==> config.mk <==
export PLATFORM = sky130hd
export DESIGN_NAME = bcd_display_driver_flat
export DESIGN_NICKNAME = d
export VERILOG_FILES = /design/src/rtl/bcd_display_driver_pkg.sv /design/src/rtl/bcd_display_driver_if.sv /design/src/rtl/bcd_display_driver_seg7_encode.sv /design/src/rtl/bcd_display_driver.sv /design/src/flat_wrapper.sv
export SDC_FILE = /design/constraint.sdc
export NUM_CORES = 1
export LEC_CHECK = 0
export CAP_MARGIN = 5
export CORE_MARGIN = 2
export CORE_UTILIZATION = 50
export DETAILED_ROUTE_END_ITERATION = 10
export GPL_ROUTABILITY_DRIVEN = 0
export GPL_TIMING_DRIVEN = 0
export PLACE_DENSITY = 0.72
export SYNTH_ARGS = -nofsm -noshare
export SYNTH_HDL_FRONTEND = slang
export SYNTH_SLANG_ARGS = --single-unit
==> constraint.sdc <==
create_clock -name clock -period 3.6 [get_ports clock]
set_clock_uncertainty 0.05 [all_clocks]
set_input_delay 0.54 -clock clock [delete_from_list [all_inputs] [get_ports clock]]
set_output_delay 0.54 -clock clock [all_outputs]
set_load 0.01 [all_outputs]
==> src/rtl/bcd_display_driver_pkg.sv <==
// Shared definitions for the BCD seven-segment display driver.
// Segment patterns are active-high, bit 0 = segment a ... bit 6 = segment g.
package bcd_display_driver_pkg;

  typedef enum logic [1:0] {
    ST_IDLE    = 2'd0,
    ST_CONVERT = 2'd1,
    ST_FORMAT  = 2'd2
  } state_t;

  localparam logic [6:0] SEG_0     = 7'b0111111;
  localparam logic [6:0] SEG_1     = 7'b0000110;
  localparam logic [6:0] SEG_2     = 7'b1011011;
  localparam logic [6:0] SEG_3     = 7'b1001111;
  localparam logic [6:0] SEG_4     = 7'b1100110;
  localparam logic [6:0] SEG_5     = 7'b1101101;
  localparam logic [6:0] SEG_6     = 7'b1111101;
  localparam logic [6:0] SEG_7     = 7'b0000111;
  localparam logic [6:0] SEG_8     = 7'b1111111;
  localparam logic [6:0] SEG_9     = 7'b1101111;
  localparam logic [6:0] SEG_BLANK = 7'b0000000;
  localparam logic [6:0] SEG_MINUS = 7'b1000000;

  // Digits at or above this value get +3 before each double-dabble shift.
  localparam logic [3:0] ADD3_THRESHOLD = 4'd5;

  function automatic logic [6:0] digit_pattern(input logic [3:0] digit);
    case (digit)
      4'd0:    digit_pattern = SEG_0;
      4'd1:    digit_pattern = SEG_1;
      4'd2:    digit_pattern = SEG_2;
      4'd3:    digit_pattern = SEG_3;
      4'd4:    digit_pattern = SEG_4;
      4'd5:    digit_pattern = SEG_5;
      4'd6:    digit_pattern = SEG_6;
      4'd7:    digit_pattern = SEG_7;
      4'd8:    digit_pattern = SEG_8;
      4'd9:    digit_pattern = SEG_9;
      default: digit_pattern = SEG_BLANK;
    endcase
  endfunction

endpackage

==> src/rtl/bcd_display_driver_if.sv <==
// Start/done handshake plus result bus between a requester and the display driver.
interface bcd_display_driver_if #(
  parameter int WIDTH  = 32,
  parameter int DIGITS = 4
);
  logic              start;
  logic [WIDTH-1:0]  value;
  logic              busy;
  logic              done;
  logic              overflow;
  logic [7*DIGITS-1:0] seg;

  modport master (output start, value, input busy, done, overflow, seg);
  modport slave  (input start, value, output busy, done, overflow, seg);
endinterface

==> src/rtl/bcd_display_driver_seg7_encode.sv <==
// Combinational digit-to-segment encoder with blank/minus overrides and output polarity.
module seg7_encode
  import bcd_display_driver_pkg::*;
#(
  parameter bit ACTIVE_LOW = 1'b1
) (
  input  logic [3:0] digit,
  input  logic       blank,
  input  logic       minus,
  output logic [6:0] seg
);
  logic [6:0] pattern;

  // Minus wins over blank so an overflowed display is dashes everywhere.
  always_comb begin
    if (minus)
      pattern = SEG_MINUS;
    else if (blank)
      pattern = SEG_BLANK;
    else
      pattern = digit_pattern(digit);
  end

  assign seg = ACTIVE_LOW ? ~pattern : pattern;
endmodule

==> src/rtl/bcd_display_driver.sv <==
// Iterative double-dabble binary-to-BCD converter driving DIGITS seven-segment digits,
// with optional sign digit, leading-zero blanking and overflow dashes.
module bcd_display_driver
  import bcd_display_driver_pkg::*;
#(
  parameter int WIDTH      = 32,
  parameter int DIGITS     = 4,
  parameter bit SIGNED     = 1'b0,
  parameter bit BLANK_LZ   = 1'b1,
  parameter bit ACTIVE_LOW = 1'b1
) (
  input  logic clock,
  input  logic reset_n,
  bcd_display_driver_if.slave bus
);
  localparam int MAG_DIGITS = SIGNED ? DIGITS - 1 : DIGITS;
  localparam int BCD_DIGITS = (MAG_DIGITS > 0) ? MAG_DIGITS : 1;
  localparam int BCD_W      = 4 * BCD_DIGITS;
  localparam int CNT_W      = $clog2(WIDTH + 1);
  localparam logic [7*DIGITS-1:0] SEG_OFF = ACTIVE_LOW ? '1 : '0;

  state_t               state_reg, state_next;
  logic [WIDTH-1:0]     bin_reg;
  logic [BCD_W-1:0]     bcd_reg, bcd_adj;
  logic [CNT_W-1:0]     cnt_reg;
  logic                 neg_reg, ovf_acc_reg, overflow_reg, done_reg;
  logic [7*DIGITS-1:0]  seg_reg, seg_next;
  logic                 accept, shift_en, format_en, busy_int;
  logic                 value_neg, ovf_final;
  logic [WIDTH:0]       value_mag;

  // WIDTH+1 bits so the most negative operand has a representable magnitude.
  assign value_neg = SIGNED && bus.value[WIDTH-1];
  assign value_mag = value_neg ? (~{1'b1, bus.value} + {{WIDTH{1'b0}}, 1'b1})
                               : {1'b0, bus.value};

  always_ff @(posedge clock or negedge reset_n) begin
    if (!reset_n)
      state_reg <= ST_IDLE;
    else
      state_reg <= state_next;
  end

  always_comb begin
    state_next = state_reg;
    case (state_reg)
      ST_IDLE:    if (bus.start) state_next = ST_CONVERT;
      ST_CONVERT: if (cnt_reg == CNT_W'(WIDTH - 1)) state_next = ST_FORMAT;
      ST_FORMAT:  state_next = ST_IDLE;
      default:    state_next = ST_IDLE;
    endcase
  end

  always_comb begin
    busy_int  = (state_reg != ST_IDLE);
    accept    = (state_reg == ST_IDLE) && bus.start;
    shift_en  = (state_reg == ST_CONVERT);
    format_en = (state_reg == ST_FORMAT);
  end

  genvar gi;
  generate
    for (gi = 0; gi < BCD_DIGITS; gi++) begin : g_add3
      assign bcd_adj[4*gi +: 4] = (bcd_reg[4*gi +: 4] >= ADD3_THRESHOLD)
                                  ? bcd_reg[4*gi +: 4] + 4'd3
                                  : bcd_reg[4*gi +: 4];
    end
  endgenerate

  // With no magnitude digits available (one signed digit) nothing can ever fit.
  assign ovf_final = ovf_acc_reg || (MAG_DIGITS == 0);

  generate
    for (gi = 0; gi < DIGITS; gi++) begin : g_digit
      logic [3:0] digit;
      logic       blank, minus;
      if (gi < MAG_DIGITS) begin : g_mag
        logic nonzero_at_or_above;
        assign nonzero_at_or_above = |(bcd_reg >> (4 * gi));
        assign digit = bcd_reg[4*gi +: 4];
        assign blank = BLANK_LZ && (gi != 0) && !nonzero_at_or_above;
        assign minus = ovf_final;
      end else begin : g_sign
        assign digit = 4'd0;
        assign blank = !neg_reg;
        assign minus = ovf_final || neg_reg;
      end
      seg7_encode #(.ACTIVE_LOW(ACTIVE_LOW)) u_enc (
        .digit (digit),
        .blank (blank),
        .minus (minus),
        .seg   (seg_next[7*gi +: 7])
      );
    end
  endgenerate

  always_ff @(posedge clock or negedge reset_n) begin
    if (!reset_n) begin
      bin_reg      <= '0;
      bcd_reg      <= '0;
      cnt_reg      <= '0;
      neg_reg      <= 1'b0;
      ovf_acc_reg  <= 1'b0;
      overflow_reg <= 1'b0;
      done_reg     <= 1'b0;
      seg_reg      <= SEG_OFF;
    end else begin
      done_reg <= 1'b0;
      if (accept) begin
        bin_reg     <= value_mag[WIDTH-1:0];
        neg_reg     <= value_neg;
        bcd_reg     <= '0;
        cnt_reg     <= '0;
        ovf_acc_reg <= value_mag[WIDTH];
      end
      if (shift_en) begin
        bcd_reg     <= {bcd_adj[BCD_W-2:0], bin_reg[WIDTH-1]};
        bin_reg     <= {bin_reg[WIDTH-2:0], 1'b0};
        ovf_acc_reg <= ovf_acc_reg | bcd_adj[BCD_W-1];
        cnt_reg     <= cnt_reg + 1'b1;
      end
      if (format_en) begin
        seg_reg      <= seg_next;
        overflow_reg <= ovf_final;
        done_reg     <= 1'b1;
      end
    end
  end

  assign bus.busy     = busy_int;
  assign bus.done     = done_reg;
  assign bus.overflow = overflow_reg;
  assign bus.seg      = seg_reg;
endmodule

==> src/flat_wrapper.sv <==
// flat-port wrapper written by rule: the top's interface ports become plain ports
module bcd_display_driver_flat import bcd_display_driver_pkg::*;
#(
  parameter int WIDTH      = 32,
  parameter int DIGITS     = 4,
  parameter bit SIGNED     = 1'b0,
  parameter bit BLANK_LZ   = 1'b1,
  parameter bit ACTIVE_LOW = 1'b1
)
  (clock, reset_n, bus_start, bus_value, bus_busy, bus_done, bus_overflow, bus_seg);
  bcd_display_driver_if #(.WIDTH(WIDTH), .DIGITS(DIGITS)) bus_i ();
  input  logic clock;
  input  logic reset_n;
  input wire logic [$bits(bus_i.start)-1:0] bus_start;
  input wire logic [$bits(bus_i.value)-1:0] bus_value;
  output wire logic [$bits(bus_i.busy)-1:0] bus_busy;
  output wire logic [$bits(bus_i.done)-1:0] bus_done;
  output wire logic [$bits(bus_i.overflow)-1:0] bus_overflow;
  output wire logic [$bits(bus_i.seg)-1:0] bus_seg;
  assign bus_i.start = bus_start;
  assign bus_i.value = bus_value;
  assign bus_busy = bus_i.busy;
  assign bus_done = bus_i.done;
  assign bus_overflow = bus_i.overflow;
  assign bus_seg = bus_i.seg;
  bcd_display_driver #(.WIDTH(WIDTH), .DIGITS(DIGITS), .SIGNED(SIGNED), .BLANK_LZ(BLANK_LZ), .ACTIVE_LOW(ACTIVE_LOW)) u_core (.clock(clock), .reset_n(reset_n), .bus(bus_i));
endmodule
==> out/summary.json <==
{
  "grt_start_max_net_pins": {"value": 66},
  "final_cells": {"value": 662},
  "total_internal_power": {"value": 2.21, "unit": "mW"},
  "routedWlPerCell": {"value": 14.8, "unit": "um"},
  "relSlewSlack": {"value": 62.7, "unit": "%"},
  "power.clock.fraction": {"value": 19.6, "unit": "%"},
  "net-switching-power": {"value": 1.40, "unit": "mW"},
  "worst_hold_path_type": {"value": "input port to asynchronous set/reset pin"},
  "cts_tree": {"value": "built"},
  "placedCellCount": {"value": 646},
  "drt_first_pass_iters": {"value": 5},
  "largest_register_ff_count": {"value": 32},
  "crit_start": {"value": "u_core.state_reg[1]"},
  "h-tree-depth": {"value": 3},
  "post-cts-setup-buffers": {"value": 0},
  "pwr_density_cell": {"value": 662, "unit": "nW/um^2"},
  "setup_viol_count_final": {"value": 0},
  "worst_path_arrival": {"value": 1.51, "unit": "ns"},
  "final_hold_viol_count": {"value": 0},
  "number_of_flops_mapped_to_enable_cells_by_yosys": {"value": 0},
  "critical_path_required": {"value": 3.01, "unit": "ns"},
  "grt.overflow.total": {"value": 0},
  "numPortBuffers": {"value": 65},
  "cts_root_buf": {"value": "sky130_fd_sc_hd__clkbuf_8"},
  "max_freq": {"value": 0.476, "unit": "GHz"},
  "die_x": {"value": 98.3, "unit": "um"},
  "grt.total_usage": {"value": 21.2, "unit": "%"},
  "design.final.nets": {"value": 607},
  "cts_resized": {"value": 0},
  "outcome": {"value": "finished clean"},
  "synth_sequential_area_ratio": {"value": 49.8, "unit": "%"},
  "final-max-slew-violation-count": {"value": 0},
  "leakagePower": {"value": 2.37, "unit": "nW"},
  "critical_r2r_capture": {"value": "u_core.bus.seg[10]"},
  "fp.dieArea": {"value": 9660, "unit": "um^2"},
  "timing.final.crit_period": {"value": 2.10, "unit": "ns"},
  "ys_ff_latch": {"value": 87},
  "mappedNetlistArea": {"value": 4440, "unit": "um^2"},
  "synth_fp_nets": {"value": 530},
  "synth_flop_cell": {"value": "sky130_fd_sc_hd__dfrtp_1"},
  "timing.reg2reg.setup_slack": {"value": 1.69, "unit": "ns"},
  "postSynth.asyncResetShare": {"value": 100, "unit": "%"},
  "share_comb_of_total_power": {"value": 39.1, "unit": "%"},
  "cts.sink_count": {"value": 87},
  "core_region_area": {"value": 8680, "unit": "um^2"},
  "switching_share": {"value": 38.7, "unit": "%"},
  "route.vias.total": {"value": 3657},
  "critical_path.startpoint_type": {"value": "flop"},
  "cts_inserted_buffers": {"value": 9},
  "final.setup.tns": {"value": 0, "unit": "ns"},
  "drt_iter0_drc": {"value": 175},
  "fp-row-count": {"value": 34},
  "initial_antenna_violation_count": {"value": 0},
  "first_global_vias": {"value": 3599},
  "setup_repair_after_global_routing_missed_its_margin": {"value": "no"},
  "critical_path.endpoint": {"value": "bus_busy"},
  "timing.critical_path.fanout_max": {"value": 5},
  "finalCritPeriodShare": {"value": 58.4, "unit": "%"},
  "crit_path_class": {"value": "flop to primary output"},
  "start_util": {"value": 51.2, "unit": "%"},
  "routed_wl": {"value": 9.82, "unit": "mm"},
  "wire_length_of_the_first_global_routing_pass": {"value": 16.7, "unit": "mm"},
  "synth_cell_type_count": {"value": 48},
  "slew_worst_pin": {"value": 0.555, "unit": "ns"},
  "clockBufferDepth": {"value": 2},
  "vias_per_cell": {"value": 5.52},
  "reg2regPathDepth": {"value": 6},
  "setup.worst_path.end_class": {"value": "primary output"},
  "synthesis.yosys.warnings": {"value": 0},
  "worst_setup_hold_path_clk_slew": {"value": 0.09, "unit": "ns"},
  "die_y": {"value": 98.3, "unit": "um"},
  "place_hpwl": {"value": 7.04, "unit": "mm"},
  "clock_insertion_delay_worst_skew": {"value": 0.36, "unit": "ns"},
  "r2r_start": {"value": "u_core.bcd_reg[13]"},
  "avgSynthCellArea": {"value": 9.41, "unit": "um^2"},
  "timing.max_cap.violations": {"value": 0},
  "area.growth.synth_to_final": {"value": 22.9, "unit": "%"},
  "drive_above_1_share": {"value": 12.3, "unit": "%"},
  "synthesized_netlist_cell_count": {"value": 472},
  "total_inserted_antenna_cells": {"value": 0},
  "drc_violation_count_after_routing": {"value": 0},
  "antenna_violating_nets_post_route": {"value": 0},
  "ioPinCount": {"value": 66},
  "post_cts_hold_buffer_count": {"value": 0},
  "power_frac_seq": {"value": 41.3, "unit": "%"},
  "worst_ir_drop_on_vdd": {"value": 0.359, "unit": "mV"},
  "place_area": {"value": 5250, "unit": "um^2"},
  "fin_area": {"value": 5460, "unit": "um^2"}
}
## kinds of logic after synthesis
kind of cell / synth area share [%]
compound gates: 18.8
fa+ha+maj: 6.48
mux: 0.479
xor+xnor: 1.97
flops: 49.8
buf+inv: 4.56
simple gates: 17.9
## synthesized netlist by cell type (2+ instances only)
cell	count	area, um^2
sky130_fd_sc_hd__nor3b_1	3	22.5
sky130_fd_sc_hd__a22o_1	2	17.5
sky130_fd_sc_hd__or3_1	3	18.8
sky130_fd_sc_hd__nor3b_2	2	25.0
sky130_fd_sc_hd__clkbuf_1	15	56.3
sky130_fd_sc_hd__buf_4	2	15.0
sky130_fd_sc_hd__nor2b_1	2	12.5
sky130_fd_sc_hd__nand2b_1	18	113
sky130_fd_sc_hd__o31ai_1	2	15.0
sky130_fd_sc_hd__nor3_1	7	35.0
sky130_fd_sc_hd__o32ai_1	4	35.0
sky130_fd_sc_hd__o22a_1	9	78.8
sky130_fd_sc_hd__dfstp_2	28	736
sky130_fd_sc_hd__dfrtp_1	59	1480
sky130_fd_sc_hd__nand3_1	11	55.1
sky130_fd_sc_hd__a311o_1	2	20.0
sky130_fd_sc_hd__a31oi_1	7	43.8
sky130_fd_sc_hd__xnor2_1	6	52.6
sky130_fd_sc_hd__buf_2	12	60.1
sky130_fd_sc_hd__nand2_1	94	353
sky130_fd_sc_hd__inv_1	15	56.3
sky130_fd_sc_hd__xor2_1	4	35.0
sky130_fd_sc_hd__ha_1	23	288
sky130_fd_sc_hd__a22oi_1	31	233
sky130_fd_sc_hd__o21ai_0	39	195
sky130_fd_sc_hd__nand3b_1	2	15.0
sky130_fd_sc_hd__a21oi_1	24	120
sky130_fd_sc_hd__nor2_1	26	97.6
## layer usage
layer | vias to the layer above | track usage (%) | routed length, um
met5 | - | 0 | 0
met4 | 0 | 6.01 | 148
met3 | 17 | 5.44 | 493
met2 | 96 | 35.6 | 4810
met1 | 1752 | 27.4 | 4370
li1 | 1792 | - | -
## cell usage in the layout, fill, tap and decap left out, types with 6 or more instances in the layout
master / n
sky130_fd_sc_hd__nand2b_1: 18
sky130_fd_sc_hd__ha_1: 23
sky130_fd_sc_hd__nor2_1: 26
sky130_fd_sc_hd__xnor2_1: 6
sky130_fd_sc_hd__o22a_1: 9
sky130_fd_sc_hd__dfrtp_1: 59
sky130_fd_sc_hd__o21ai_0: 39
sky130_fd_sc_hd__dfstp_2: 28
sky130_fd_sc_hd__a22oi_1: 31
sky130_fd_sc_hd__nand2_1: 94
sky130_fd_sc_hd__inv_1: 15
sky130_fd_sc_hd__clkdlybuf4s50_1: 64
sky130_fd_sc_hd__buf_2: 12
sky130_fd_sc_hd__nor3_1: 7
sky130_fd_sc_hd__clkbuf_1: 15
sky130_fd_sc_hd__clkbuf_8: 10
sky130_fd_sc_hd__nand3_1: 11
sky130_fd_sc_hd__a31oi_1: 7
sky130_fd_sc_hd__a21oi_1: 24
## how the worst min path moves through the flow
stage / startpoint / to / slack, ns / cells after the start
after floorplan: reset_n / u_core.bcd_reg[0] / 0.19 / 0
after global placement: u_core.bus.seg[14] / u_core.bus.seg[14] / 0.40 / 2
after detailed placement: u_core.bus.seg[14] / u_core.bus.seg[14] / 0.40 / 2
after CTS: reset_n / u_core.bus.overflow / 0.02 / 1
after global routing: reset_n / u_core.bus.overflow / 0.04 / 1
final: reset_n / u_core.bus.overflow / 0.02 / 1
## power by group through the flow
stage               registers, mW  clock network [mW]  logic [mW]
CTS                          1.49               0.729        1.41
detailed placement           1.50                   0        1.41
global route                 1.53               0.766        1.59
global placement             1.49                   0        1.35
finish                       1.49               0.709        1.41
floorplan                    1.44                   0        1.10
## layout make-up
class                   count  area [um^2]
clock inverters             6         67.6
inverters                  16         60.1
clock buffers              10          138
fillers                   764         3220
flip-flops and latches     87         2210
multi-input cells         339         2030
repair buffers             66          676
well taps                 108          135
plain buffers              30          143
## stage by stage
step                      util (%)  hold WS [ns]  setup WS (ns)  power [mW]
after floorplan                  -         0.194           1.93        2.53
after global placement        60.3         0.398          -1.18        2.84
after detailed placement      60.5         0.403           1.31        2.91
after CTS                     62.9        0.0211           1.45        3.63
after global routing          62.9        0.0355           1.38        3.89
final                         62.9        0.0204           1.50        3.61
## critical path, cell delays in order, from the launching register on
cell and delay [ns]:
sky130_fd_sc_hd__dfrtp_1 0.43, sky130_fd_sc_hd__nor2_1 0.20, sky130_fd_sc_hd__inv_1 0.06, sky130_fd_sc_hd__clkdlybuf4s50_1 0.47
Note: power is estimated with default switching activity, not from simulation.
